`config.mk`:
```
export PLATFORM = sky130hd
export DESIGN_NAME = hcp_gmii_write
export DESIGN_NICKNAME = d
export VERILOG_FILES = /design/src/rtl/hcp_gmii_write_pkg.sv /design/src/rtl/hcp_gmii_in_reg.sv /design/src/rtl/hcp_gmii_write.sv
export SDC_FILE = /design/constraint.sdc
export NUM_CORES = 1
export LEC_CHECK = 0
export CORE_ASPECT_RATIO = 0.7
export CORE_MARGIN = 3
export CORE_UTILIZATION = 51
export CTS_CLUSTER_DIAMETER = 60
export DETAILED_ROUTE_END_ITERATION = 10
export PLACE_DENSITY = 0.79
export REMOVE_ABC_BUFFERS = 1
export SLEW_MARGIN = 20
export SYNTH_ARGS = -nofsm -noshare
export SYNTH_HDL_FRONTEND = slang
export SYNTH_SLANG_ARGS = --single-unit
```
`constraint.sdc`:
```
create_clock -name i_clk -period 2.64 [get_ports i_clk]
set_input_delay 0.528 -clock i_clk [delete_from_list [all_inputs] [get_ports i_clk]]
set_output_delay 0.528 -clock i_clk [all_outputs]
set_load 0.05 [all_outputs]
```
`src/rtl/hcp_gmii_write_pkg.sv`:
```
// Shared constants, state encoding and word helper for the GMII-to-HCP receive FIFO writer.
package hcp_gmii_write_pkg;

    localparam int unsigned DELIM_BIT     = 8;
    localparam logic [7:0]  PREAMBLE_BYTE = 8'h55;
    localparam logic [7:0]  SFD_BYTE      = 8'hD5;
    localparam int unsigned MAX_LEN_DEF   = 1522;

    typedef enum logic [2:0] {
        IDLE_S,
        PREAMBLE_S,
        FIRST_S,
        HEAD_S,
        TRANS_S,
        DISCARD_S
    } state_t;

    function automatic logic [DELIM_BIT:0] mk_word(input logic delim, input logic [7:0] data);
        logic [DELIM_BIT:0] w;
        w            = {1'b0, data};
        w[DELIM_BIT] = delim;
        return w;
    endfunction

endpackage

```
`src/rtl/hcp_gmii_in_reg.sv`:
```
// Stage-0 register for the GMII receive signals; isolated so the flops can be packed into IOBs.
module hcp_gmii_in_reg (
    input  logic       i_clk,
    input  logic       i_rst,
    input  logic       i_dv,
    input  logic [7:0] iv_rxd,
    input  logic       i_er,
    output logic       o_dv,
    output logic [7:0] ov_rxd,
    output logic       o_er
);

    always_ff @(posedge i_clk) begin
        if (i_rst) begin
            o_dv   <= 1'b0;
            ov_rxd <= 8'h00;
            o_er   <= 1'b0;
        end else begin
            o_dv   <= i_dv;
            ov_rxd <= iv_rxd;
            o_er   <= i_er;
        end
    end

endmodule

```
`src/rtl/hcp_gmii_write.sv`:
```
// Strips preamble/SFD from GMII receive frames and writes whole, delimited frames into the
// 9-bit receive FIFO; runt, oversize, bad-preamble and no-space frames are filtered.
module hcp_gmii_write
    import hcp_gmii_write_pkg::*;
#(
    parameter int unsigned MAX_LEN    = MAX_LEN_DEF,
    parameter int unsigned FIFO_DEPTH = 2048,
    parameter int unsigned USEDW_W    = 12
) (
    input  logic               i_clk,
    input  logic               i_rst,
    input  logic               i_gmii_rx_dv,
    input  logic [7:0]         iv_gmii_rxd,
    input  logic               i_gmii_rx_er,
    input  logic [USEDW_W-1:0] iv_fifo_usedw,
    output logic [8:0]         ov_data,
    output logic               o_data_wr,
    output logic               o_fifo_overflow_pulse,
    output logic               o_frame_error_pulse,
    output logic               o_gmii_rx_er_pulse
);

    localparam int unsigned        CNT_W       = $clog2(MAX_LEN + 1);
    localparam logic [USEDW_W-1:0] SPACE_LIMIT = USEDW_W'(FIFO_DEPTH - MAX_LEN);
    localparam logic [CNT_W-1:0]   CNT_MAX     = CNT_W'(MAX_LEN);

    logic       w_dv;
    logic [7:0] w_rxd;
    logic       w_er;

    state_t           r_state;
    logic [7:0]       r_hold;
    logic [CNT_W-1:0] r_cnt;

    hcp_gmii_in_reg u_in_reg (
        .i_clk  (i_clk),
        .i_rst  (i_rst),
        .i_dv   (i_gmii_rx_dv),
        .iv_rxd (iv_gmii_rxd),
        .i_er   (i_gmii_rx_er),
        .o_dv   (w_dv),
        .ov_rxd (w_rxd),
        .o_er   (w_er)
    );

    // One byte is held back so the tail delimiter can be set once dv falls.
    always_ff @(posedge i_clk) begin
        if (i_rst) begin
            r_state               <= IDLE_S;
            r_hold                <= 8'h00;
            r_cnt                 <= '0;
            ov_data               <= 9'h000;
            o_data_wr             <= 1'b0;
            o_fifo_overflow_pulse <= 1'b0;
            o_frame_error_pulse   <= 1'b0;
            o_gmii_rx_er_pulse    <= 1'b0;
        end else begin
            o_data_wr             <= 1'b0;
            o_fifo_overflow_pulse <= 1'b0;
            o_frame_error_pulse   <= 1'b0;
            o_gmii_rx_er_pulse    <= w_er && ((r_state == FIRST_S) || (r_state == HEAD_S) ||
                                              (r_state == TRANS_S));
            case (r_state)
                IDLE_S, PREAMBLE_S: begin
                    if (!w_dv) begin
                        r_state <= IDLE_S;
                    end else if (w_rxd == PREAMBLE_BYTE) begin
                        r_state <= PREAMBLE_S;
                    end else if (w_rxd == SFD_BYTE) begin
                        if (iv_fifo_usedw > SPACE_LIMIT) begin
                            r_state               <= DISCARD_S;
                            o_fifo_overflow_pulse <= 1'b1;
                        end else begin
                            r_state <= FIRST_S;
                            r_cnt   <= '0;
                        end
                    end else begin
                        r_state             <= DISCARD_S;
                        o_frame_error_pulse <= 1'b1;
                    end
                end
                FIRST_S: begin
                    if (w_dv) begin
                        r_hold  <= w_rxd;
                        r_cnt   <= CNT_W'(1);
                        r_state <= HEAD_S;
                    end else begin
                        r_state             <= IDLE_S;
                        o_frame_error_pulse <= 1'b1;
                    end
                end
                HEAD_S: begin
                    if (w_dv) begin
                        ov_data   <= mk_word(1'b1, r_hold);
                        o_data_wr <= 1'b1;
                        r_hold    <= w_rxd;
                        r_cnt     <= CNT_W'(2);
                        r_state   <= TRANS_S;
                    end else begin
                        r_state             <= IDLE_S;
                        o_frame_error_pulse <= 1'b1;
                    end
                end
                TRANS_S: begin
                    o_data_wr <= 1'b1;
                    if (!w_dv) begin
                        ov_data <= mk_word(1'b1, r_hold);
                        r_state <= IDLE_S;
                    end else if (r_cnt >= CNT_MAX) begin
                        ov_data             <= mk_word(1'b1, r_hold);
                        o_frame_error_pulse <= 1'b1;
                        r_state             <= DISCARD_S;
                    end else begin
                        ov_data <= mk_word(1'b0, r_hold);
                        r_hold  <= w_rxd;
                        r_cnt   <= r_cnt + CNT_W'(1);
                    end
                end
                DISCARD_S: begin
                    if (!w_dv) begin
                        r_state <= IDLE_S;
                    end
                end
                default: r_state <= IDLE_S;
            endcase
        end
    end

endmodule

```
### Yosys cells after proc, flatten, opt, wreduce, memory -nomap -nowiden

Index checks and enable logic that the tools add are counted.

* multiplexer cells: 37
* bitwise operators: 3
* magnitude comparators: 2
* $add $sub $neg: 1
* equal/unequal tests: 18
* reduce and logical (&&, ||, !) cells: 14

Operators with widths (count)
* 11-bit 2-to-1 mux: 8
* 11-bit one-hot mux with 4 select lines: 1
* 9-bit 2-to-1 mux: 3
* 3-bit 2-to-1 mux: 8
* 8-bit 2-to-1 mux: 3
* 9-bit one-hot mux with 2 select lines: 1
* 8-bit one-hot mux with 2 select lines: 1
* 3-bit one-hot mux with 5 select lines: 1
* 12-bit by 10-bit > comparator with 1-bit output, second input constant: 1
* 11-bit by 1-bit adder with 11-bit output, second input constant: 1
* 11-bit greater-or-equal comparator, second input constant: 1
* 2-bit by 1-bit != test with 1-bit output, second input constant: 5
* 2-bit != test, second input constant: 5
* 9-bit AND reduction: 1
* 8-bit by 7-bit equality test with 1-bit output, second input constant: 1
* 8-bit equality test, second input constant: 1
* 1-bit 2-to-1 mux: 8
* 3-bit by 2-bit equality test with 1-bit output, second input constant: 2
* 3-bit equality test, second input constant: 2
* 5-bit OR reduction: 1
* 2-bit AND reduction: 2
* 4-bit AND reduction: 1
* 2-bit nonzero test: 2
* 4-bit nonzero test: 1
* 10 further kinds: 14

* bits in registers: 45
* bits of input ports: 24
* word-level logic and storage cells: 86
* output and inout port bits: 13

### Longest topological paths before layout

Gate-level depths: netlist of run 1.

* depth after elaboration: 6
* gate-level depth with buffers: 9
* mapped depth without buffers: 8

### Modules after synthesis

Synthesis of run 1 repeated with hierarchy kept, for this count alone.

* cells, all modules: 214
* area, all modules: 2028.2 um^2

By module, submodules not included
* hcp_gmii_write: seq. area each 700.7 um^2, area each 1765.4 um^2, instances 1, cells an instance 194
* hcp_gmii_in_reg: seq. area each 200.2 um^2, area each 262.8 um^2, instances 1, cells an instance 20

### Worst setup path before layout of run 1

OpenSTA, ideal clock, no wires.

* kind: reg-to-reg
* from: register r_cnt[0]
* to: register r_cnt[5]
* setup slack: 0.753 ns
* required time: 2.525 ns
* cell stages (with the launch flop): 10
* buffers on the path: 1
* setup time: 0.115 ns
* period minus slack after synthesis: 1.887 ns
* arrival time: 1.772 ns
* path through: dfxtp_1 > inv_1 > ha_1 > or4_4 > nand4_2 > a41oi_2 > buf_6 > a21oi_2 > xnor2_1 > nor2_2

* longest elaborated chain between the ends: 4
* elaborated cells on any way between the ends: 7
* classes of those cells: 1 x add/sub; 1 x order compare; 1 x eq/ne; 3 x mux; 1 x reduce/logical

Ends and longest elaborated chain
* start: declaration: line hcp_gmii_write.sv:33 `logic [CNT_W-1:0] r_cnt;`
* start signal: assignment: line hcp_gmii_write.sv:116 `r_cnt <= r_cnt + CNT_W'(1);`
* 11-bit by 1-bit adder with 11-bit output: line hcp_gmii_write.sv:116
* 11-bit 2-to-1 mux: line hcp_gmii_write.sv:109 `end else if (r_cnt >= CNT_MAX) begin`
* 11-bit 2-to-1 mux: line hcp_gmii_write.sv:106 `if (!w_dv) begin`
* 11-bit one-hot mux with 4 select lines: line hcp_gmii_write.sv:63 `case (r_state)`

Parallel ways exist; a longest one is shown, timed or not. The select of a mux whose other input is x is not followed.
A chain may end at the register's enable or synchronous reset.

### Worst setup path in the final report of run 1

* from: register r_cnt[0]
* to: register r_cnt[10]

The elaborated chain is that of the path after synthesis.

==> results.cfg, run 1 <==
[logic_synthesis]
synth_edf_count = 0
ys_ff_latch = 45
synth.yosys.seq_area_share_pct = 47.3
synthSimpleGateAreaFrac_pct = 27.4
synthCells = 206
synth_compound_area_share_pct = 13.2
async_flop_share_pct = 0
synth_top_family_by_area = simple AND/OR/NAND/NOR gates
syn-cell-area_um2 = 1900
synth_flop_cell = dfxtp_1
yosysUniqueCellTypes = 50
muxShareOfSynthArea_pct = 4.20
synthAdderAreaFrac_pct = 1.31
ys_warn_count = 0
synth_xor_xnor_area_share_pct = 3.22
synth.avg_cell_area_um2 = 9.24

[critical_path]
worstPathRequired_ns = 2.88
worstSetupPathType = reg2reg
rr_endpoint = r_cnt[10]$_SDFFE_PP0P_
max_stage_delay_ns = 0.42
cpLargestDelayFamily = compound AO/OA/AOI/OAI gates
end_kind = flop
crit_chain = inv_1 -> ha_1 -> or4_4 -> nand4_2 -> a41oi_2 -> a21oi_2 -> and3_1 -> o21a_1
crit_path_start_kind = flop
crit_arrival_ns = 2.52
crit_start = r_cnt[0]$_SDFFE_PP0P_
r2r_start = r_cnt[0]$_SDFFE_PP0P_
crit_end = r_cnt[10]$_SDFFE_PP0P_
critPathSlowestCell = or4_4
cp_num_cells = 8
path_max_fanout = 9
ff2ff_setup_slack_ns = 0.36
reg2reg_depth = 8
critPathBufInv = 1

[clock_tree]
numClockSinks = 45
clk_pin_slew_worst_paths_ns = 0.08
cts-buffers-inserted = 5
h-tree-depth = 2
cts_setup_buffers = 0
clock_latency_ns = 0.29
clockBufferDepth = 2
cts_resized = 0
clockRootBuffer = clkbuf_8
cts_hold_buf = 0
cts_tree = built

[grt]
grt_max_degree = 28
grt_pass1_vias = 1549
grt_pass1_wl_mm = 7.29
grt.overflow.total = 0
grtUsageTotal_pct = 20.5
antenna_found_initial = 0

[drt]
wl_per_cell_um = 14.7
drt-pass1-iter-count = 4
antenna_left = 0
drc_errors = 0
drt_wl_total_mm = 4.28
drt-initial-drc-count = 102
avgViaCountPerCell = 5.40
vias = 1572

[final_layout]
finalNonFillerCells = 291
area_growth_pct = 26.1
nets = 269
fillers = 278
n_antenna_cell = 0
drive_above_1_share_pct = 9.84

[run]
max_cap_violations = 0

[timing]
clock.fmax_mhz = 439
finalSetupViolCount = 0
slew_violations = 0
min_period_ns = 2.28
finClkSkew_ns = 0.00609
max_slew.worst_pin.slew_ns = 0.615
setup-tns-final_ns = 0
final_hold_viol_count = 0
relSlewSlack_pct = 59.0
period_share_pct = 86.2
rsz0062_at_grt = no

[placed_design]
gp_congestion = 0.842
dp_cells = 283
hpwl_mm = 3.19
port-buffer-count = 36

[floorplanning]
top_level_ports = 37
fp.dieW_um = 79.0
dieArea_um2 = 4510
row_count = 17
core_area_um2 = 3360
dieHeight_um = 57.1
start_util_pct = 56.7

[pwr]
ir_drop_uv = 377
powerDensity_nw_per_um2 = 524
p_leak_nw = 0.884
p_total_mw = 1.26

[run_status]
status = complete, no violations

[min_path]
hold_path.class = reg2reg
## worst min path at each step
stage	from	end	slack [ns]	cells past startpoint
2_1_floorplan	r_hold[0]$_SDFFE_PP0P_	r_hold[0]$_SDFFE_PP0P_	0.43	2
3_3_place_gp	u_in_reg.ov_rxd[6]$_SDFF_PP0_	r_hold[6]$_SDFFE_PP0P_	0.44	2
3_5_place_dp	r_hold[6]$_SDFFE_PP0P_	r_hold[6]$_SDFFE_PP0P_	0.44	2
4_1_cts	r_hold[6]$_SDFFE_PP0P_	r_hold[6]$_SDFFE_PP0P_	0.46	2
5_1_grt	r_hold[5]$_SDFFE_PP0P_	r_hold[5]$_SDFFE_PP0P_	0.47	2
6_report	u_in_reg.ov_rxd[5]$_SDFF_PP0_	r_hold[5]$_SDFFE_PP0P_	0.46	2
## power breakdown
part / leakage (nW) / total, mW / internal, mW / switching (mW)
Combinational: 0.464 / 0.0935 / 0.0522 / 0.0413
Sequential: 0.366 / 0.701 / 0.691 / 0.0101
Clock: 0.0542 / 0.464 / 0.237 / 0.227
Total: 0.884 / 1.26 / 0.980 / 0.279
## flip-flops by register name (all words and copies together), names as in the netlist
name and cells:
o_data_wr 1, o_fifo_overflow_pulse 1, o_frame_error_pulse 1, o_gmii_rx_er_pulse 1, ov_data 9, r_cnt 11
r_hold 8, r_state 3, u_in_reg.o_dv 1, u_in_reg.o_er 1, u_in_reg.ov_rxd 8
## synthesized netlist by cell type (3+ instances only)
| library cell | instances | area (um^2) |
|---|---|---|
| o21ai_1 | 3 | 15.0 |
| mux2i_1 | 8 | 80.1 |
| a21oi_1 | 13 | 65.1 |
| and3_1 | 4 | 25.0 |
| buf_2 | 3 | 15.0 |
| xnor2_1 | 3 | 26.3 |
| nor3b_1 | 3 | 22.5 |
| xor2_1 | 4 | 35.0 |
| inv_1 | 3 | 11.3 |
| clkbuf_1 | 5 | 18.8 |
| nor2b_1 | 13 | 81.3 |
| nand2_1 | 23 | 86.3 |
| and2_1 | 3 | 18.8 |
| dfxtp_1 | 45 | 901 |
| nor2_1 | 25 | 93.8 |
| nor3_1 | 5 | 25.0 |
## cells by family after synthesis
family | Yosys count
buf+inv | 13
mux | 8
fa+ha+maj | 2
flops | 45
xor+xnor | 7
compound gates | 35
simple gates | 96
## cell type report
| class | count | area, um^2 | share of cell area [%] |
|---|---|---|---|
| clock inverter | 1 | 5.00 | 0.208 |
| tap | 47 | 58.8 | 2.45 |
| multi-input combinational | 148 | 940 | 39.1 |
| clock buffer | 7 | 96.3 | 4.01 |
| timing repair buffer | 40 | 390 | 16.3 |
| sequential | 45 | 901 | 37.5 |
| inverter | 3 | 11.3 | 0.469 |
## cell usage in the layout (no fill, tap or decap), types with 3 or more instances in the layout
| master | instances |
|---|---|
| nor3_1 | 5 |
| clkbuf_8 | 7 |
| and3_1 | 4 |
| a21oi_1 | 13 |
| mux2i_1 | 8 |
| inv_1 | 3 |
| nor3b_1 | 3 |
| nor2b_1 | 13 |
| xor2_1 | 4 |
| nor2_1 | 25 |
| nand2_1 | 23 |
| o21ai_1 | 3 |
| xnor2_1 | 3 |
| clkdlybuf4s50_1 | 36 |
| buf_4 | 4 |
| and2_1 | 3 |
| dfxtp_1 | 45 |
## routing by layer
metal	part of all wire, %	track usage, %
met1	46	29.1
met2	46	30.3
met3	7.4	6.15
met4	0.42	5.39
met5	0	0
## stage by stage
step | area [um^2] | hold slack (ns) | setup slack (ns) | util [%]
5_1_grt | 2400 | 0.474 | 0.242 | 71.5
3_5_place_dp | 2300 | 0.444 | 0.169 | 68.5
4_1_cts | 2400 | 0.462 | 0.395 | 71.5
6_report | 2400 | 0.461 | 0.364 | 71.5
2_1_floorplan | 1850 | 0.425 | 0.639 | -
3_3_place_gp | 2300 | 0.442 | 0.253 | 68.5
## tightest hold or removal path, delay by kind of cell (launching register included)
family	cells	cell delay, ns
simple gates	1	0.05
flops	1	0.31
compound gates	1	0.05
Power figures use the tool's default switching activity.
==> run 2, diff against run 1 <==
--- a/config.mk
+++ b/config.mk
@@ -10,9 +10,9 @@
 export CORE_UTILIZATION = 51
 export CTS_CLUSTER_DIAMETER = 60
 export DETAILED_ROUTE_END_ITERATION = 10
-export PLACE_DENSITY = 0.79
+export PLACE_DENSITY_LB_ADDON = 0.1
 export REMOVE_ABC_BUFFERS = 1
-export SLEW_MARGIN = 20
+export SLEW_MARGIN = 25
 export SYNTH_ARGS = -nofsm -noshare
 export SYNTH_HDL_FRONTEND = slang
 export SYNTH_SLANG_ARGS = --single-unit
==> run 2 against run 1 <==
  * Non-clock buffer count down 1
  * Critical path depth did not move
  * Highest routed layer unchanged
  * Sequential cell count stayed put
  * Largest cell class unchanged
  * Worst hold slack worse by 0.0057 ns
  * Critical endpoint is now r_cnt[8]$_SDFFE_PP0P_
==> results.cfg, run 2 (synthesis gave the netlist of run 1 again) <==
[run_status]
status = complete, no violations

[drt]
wl_per_cell_um = 14.3
antenna_left = 0
drt-pass1-iter-count = 4
drt_wl_total_mm = 4.14
drc_errors = 0
avgViaCountPerCell = 5.51
drt-initial-drc-count = 87
vias = 1598

[timing]
slew_violations = 0
finalSetupViolCount = 0
rsz0062_at_grt = no
clock.fmax_mhz = 435
final_hold_viol_count = 0
setup-tns-final_ns = 0
min_period_ns = 2.30
max_slew.worst_pin.slew_ns = 0.697
relSlewSlack_pct = 53.5
period_share_pct = 87.1
finClkSkew_ns = 0.00481

[clock_tree]
clk_pin_slew_worst_paths_ns = 0.08
numClockSinks = 45
cts_hold_buf = 0
clockBufferDepth = 2
clockRootBuffer = clkbuf_8
cts_tree = built
cts_setup_buffers = 0
clock_latency_ns = 0.29
h-tree-depth = 2
cts-buffers-inserted = 5
cts_resized = 0

[floorplanning]
row_count = 17
core_area_um2 = 3360
dieHeight_um = 57.1
dieArea_um2 = 4510
fp.dieW_um = 79.0
top_level_ports = 37
start_util_pct = 56.7

[grt]
grtUsageTotal_pct = 19.1
grt_pass1_wl_mm = 6.82
antenna_found_initial = 0
grt_max_degree = 26
grt_pass1_vias = 1567
grt.overflow.total = 0

[critical_path]
end_kind = flop
path_max_fanout = 12
worstSetupPathType = reg2reg
crit_path_start_kind = flop
crit_arrival_ns = 2.52
worstPathRequired_ns = 2.86

[final_layout]
drive_above_1_share_pct = 9.05
final_cell_mix = dfxtp_1 (45), clkdlybuf4s50_1 (36), nor2_1 (25), nand2_1 (23)
nets = 268
reg_top3 = r_cnt x11, ov_data x9
n_antenna_cell = 0
mostFrequentLayoutCell = dfxtp_1
regMostFlops = r_cnt
largest_register_ffs = 11
area_growth_pct = 26.5

[placed_design]
hpwl_mm = 3.07
port-buffer-count = 36
gp_congestion = 0.900

[pwr]
ir_drop_uv = 363
p_total_mw = 1.32
powerDensity_nw_per_um2 = 550
p_leak_nw = 0.883

[min_path]
hold_path.class = reg2reg

[run]
max_cap_violations = 0
==> run 2: changes by cell type in the layout (fill, tap and decap cells not counted), sizes merged <==
cell    change
buf         -1
bufinv      +1
clkinv      -1
==> run 2: worst max-delay path, stage by stage (launching register included) <==
cell	delay (ns)
dfxtp_1	0.38
inv_1	0.07
ha_1	0.19
or4_4	0.42
nand4_2	0.13
a41oi_2	0.38
a21oi_2	0.36
nand4b_1	0.15
o21ai_1	0.13
==> run 2: final timing paths <==
| check | cells past startpoint | end | start | slack (ns) |
|---|---|---|---|---|
| hold reg to reg | 2 | r_hold[3]$_SDFFE_PP0P_ | r_hold[3]$_SDFFE_PP0P_ | 0.46 |
| setup / recovery | 8 | r_cnt[8]$_SDFFE_PP0P_ | r_cnt[0]$_SDFFE_PP0P_ | 0.34 |
| hold / removal | 2 | r_hold[3]$_SDFFE_PP0P_ | r_hold[3]$_SDFFE_PP0P_ | 0.46 |
| setup reg to reg | 8 | r_cnt[8]$_SDFFE_PP0P_ | r_cnt[0]$_SDFFE_PP0P_ | 0.34 |
==> run 2: area by class of cell <==
cell class | instances | area, um^2
inverters | 3 | 11.3
well taps | 47 | 58.8
fillers | 269 | 951
multi-input cells | 148 | 940
clock inverters | 1 | 30.0
repair buffers | 39 | 383
flip-flops and latches | 45 | 901
clock buffers | 7 | 86.3
==> run 2: layer usage <==
layer	up-vias	global-route usage, %	part of all wire [%]
met5	-	0	0
met4	0	7.35	1.0
met3	6	5.68	6.4
met2	54	31.1	47
met1	752	23.9	46
li1	786	-	-
==> run 2: per-stage QoR <==
| stage | area, um^2 | std cells | utilization (%) | setup slack (ns) | hold WS (ns) |
|---|---|---|---|---|---|
| 3_5_place_dp | 2290 | 282 | 68.2 | 0.229 | 0.446 |
| 3_3_place_gp | 2290 | 282 | 68.2 | 0.291 | 0.439 |
| 5_1_grt | 2410 | 290 | 71.7 | 0.175 | 0.476 |
| 2_1_floorplan | 1850 | 196 | - | 0.639 | 0.425 |
| 4_1_cts | 2410 | 290 | 71.7 | 0.355 | 0.456 |
| 6_report | 2410 | 290 | 71.7 | 0.340 | 0.455 |
==> run 2: where the power goes <==
part | switching [mW] | leakage [nW] | internal (mW) | total (mW)
combinational | 0.0403 | 0.459 | 0.0525 | 0.0927
clock | 0.220 | 0.0585 | 0.309 | 0.529
sequential | 0.0121 | 0.366 | 0.691 | 0.703
total | 0.273 | 0.883 | 1.05 | 1.32
==> run 3, diff against run 2 <==
--- a/config.mk
+++ b/config.mk
@@ -8,7 +8,6 @@
 export CORE_ASPECT_RATIO = 0.7
 export CORE_MARGIN = 3
 export CORE_UTILIZATION = 51
-export CTS_CLUSTER_DIAMETER = 60
 export DETAILED_ROUTE_END_ITERATION = 10
 export PLACE_DENSITY_LB_ADDON = 0.1
 export REMOVE_ABC_BUFFERS = 1
==> results of run 3 <==
Final layout, timing and power as in run 2 (identical DEF).
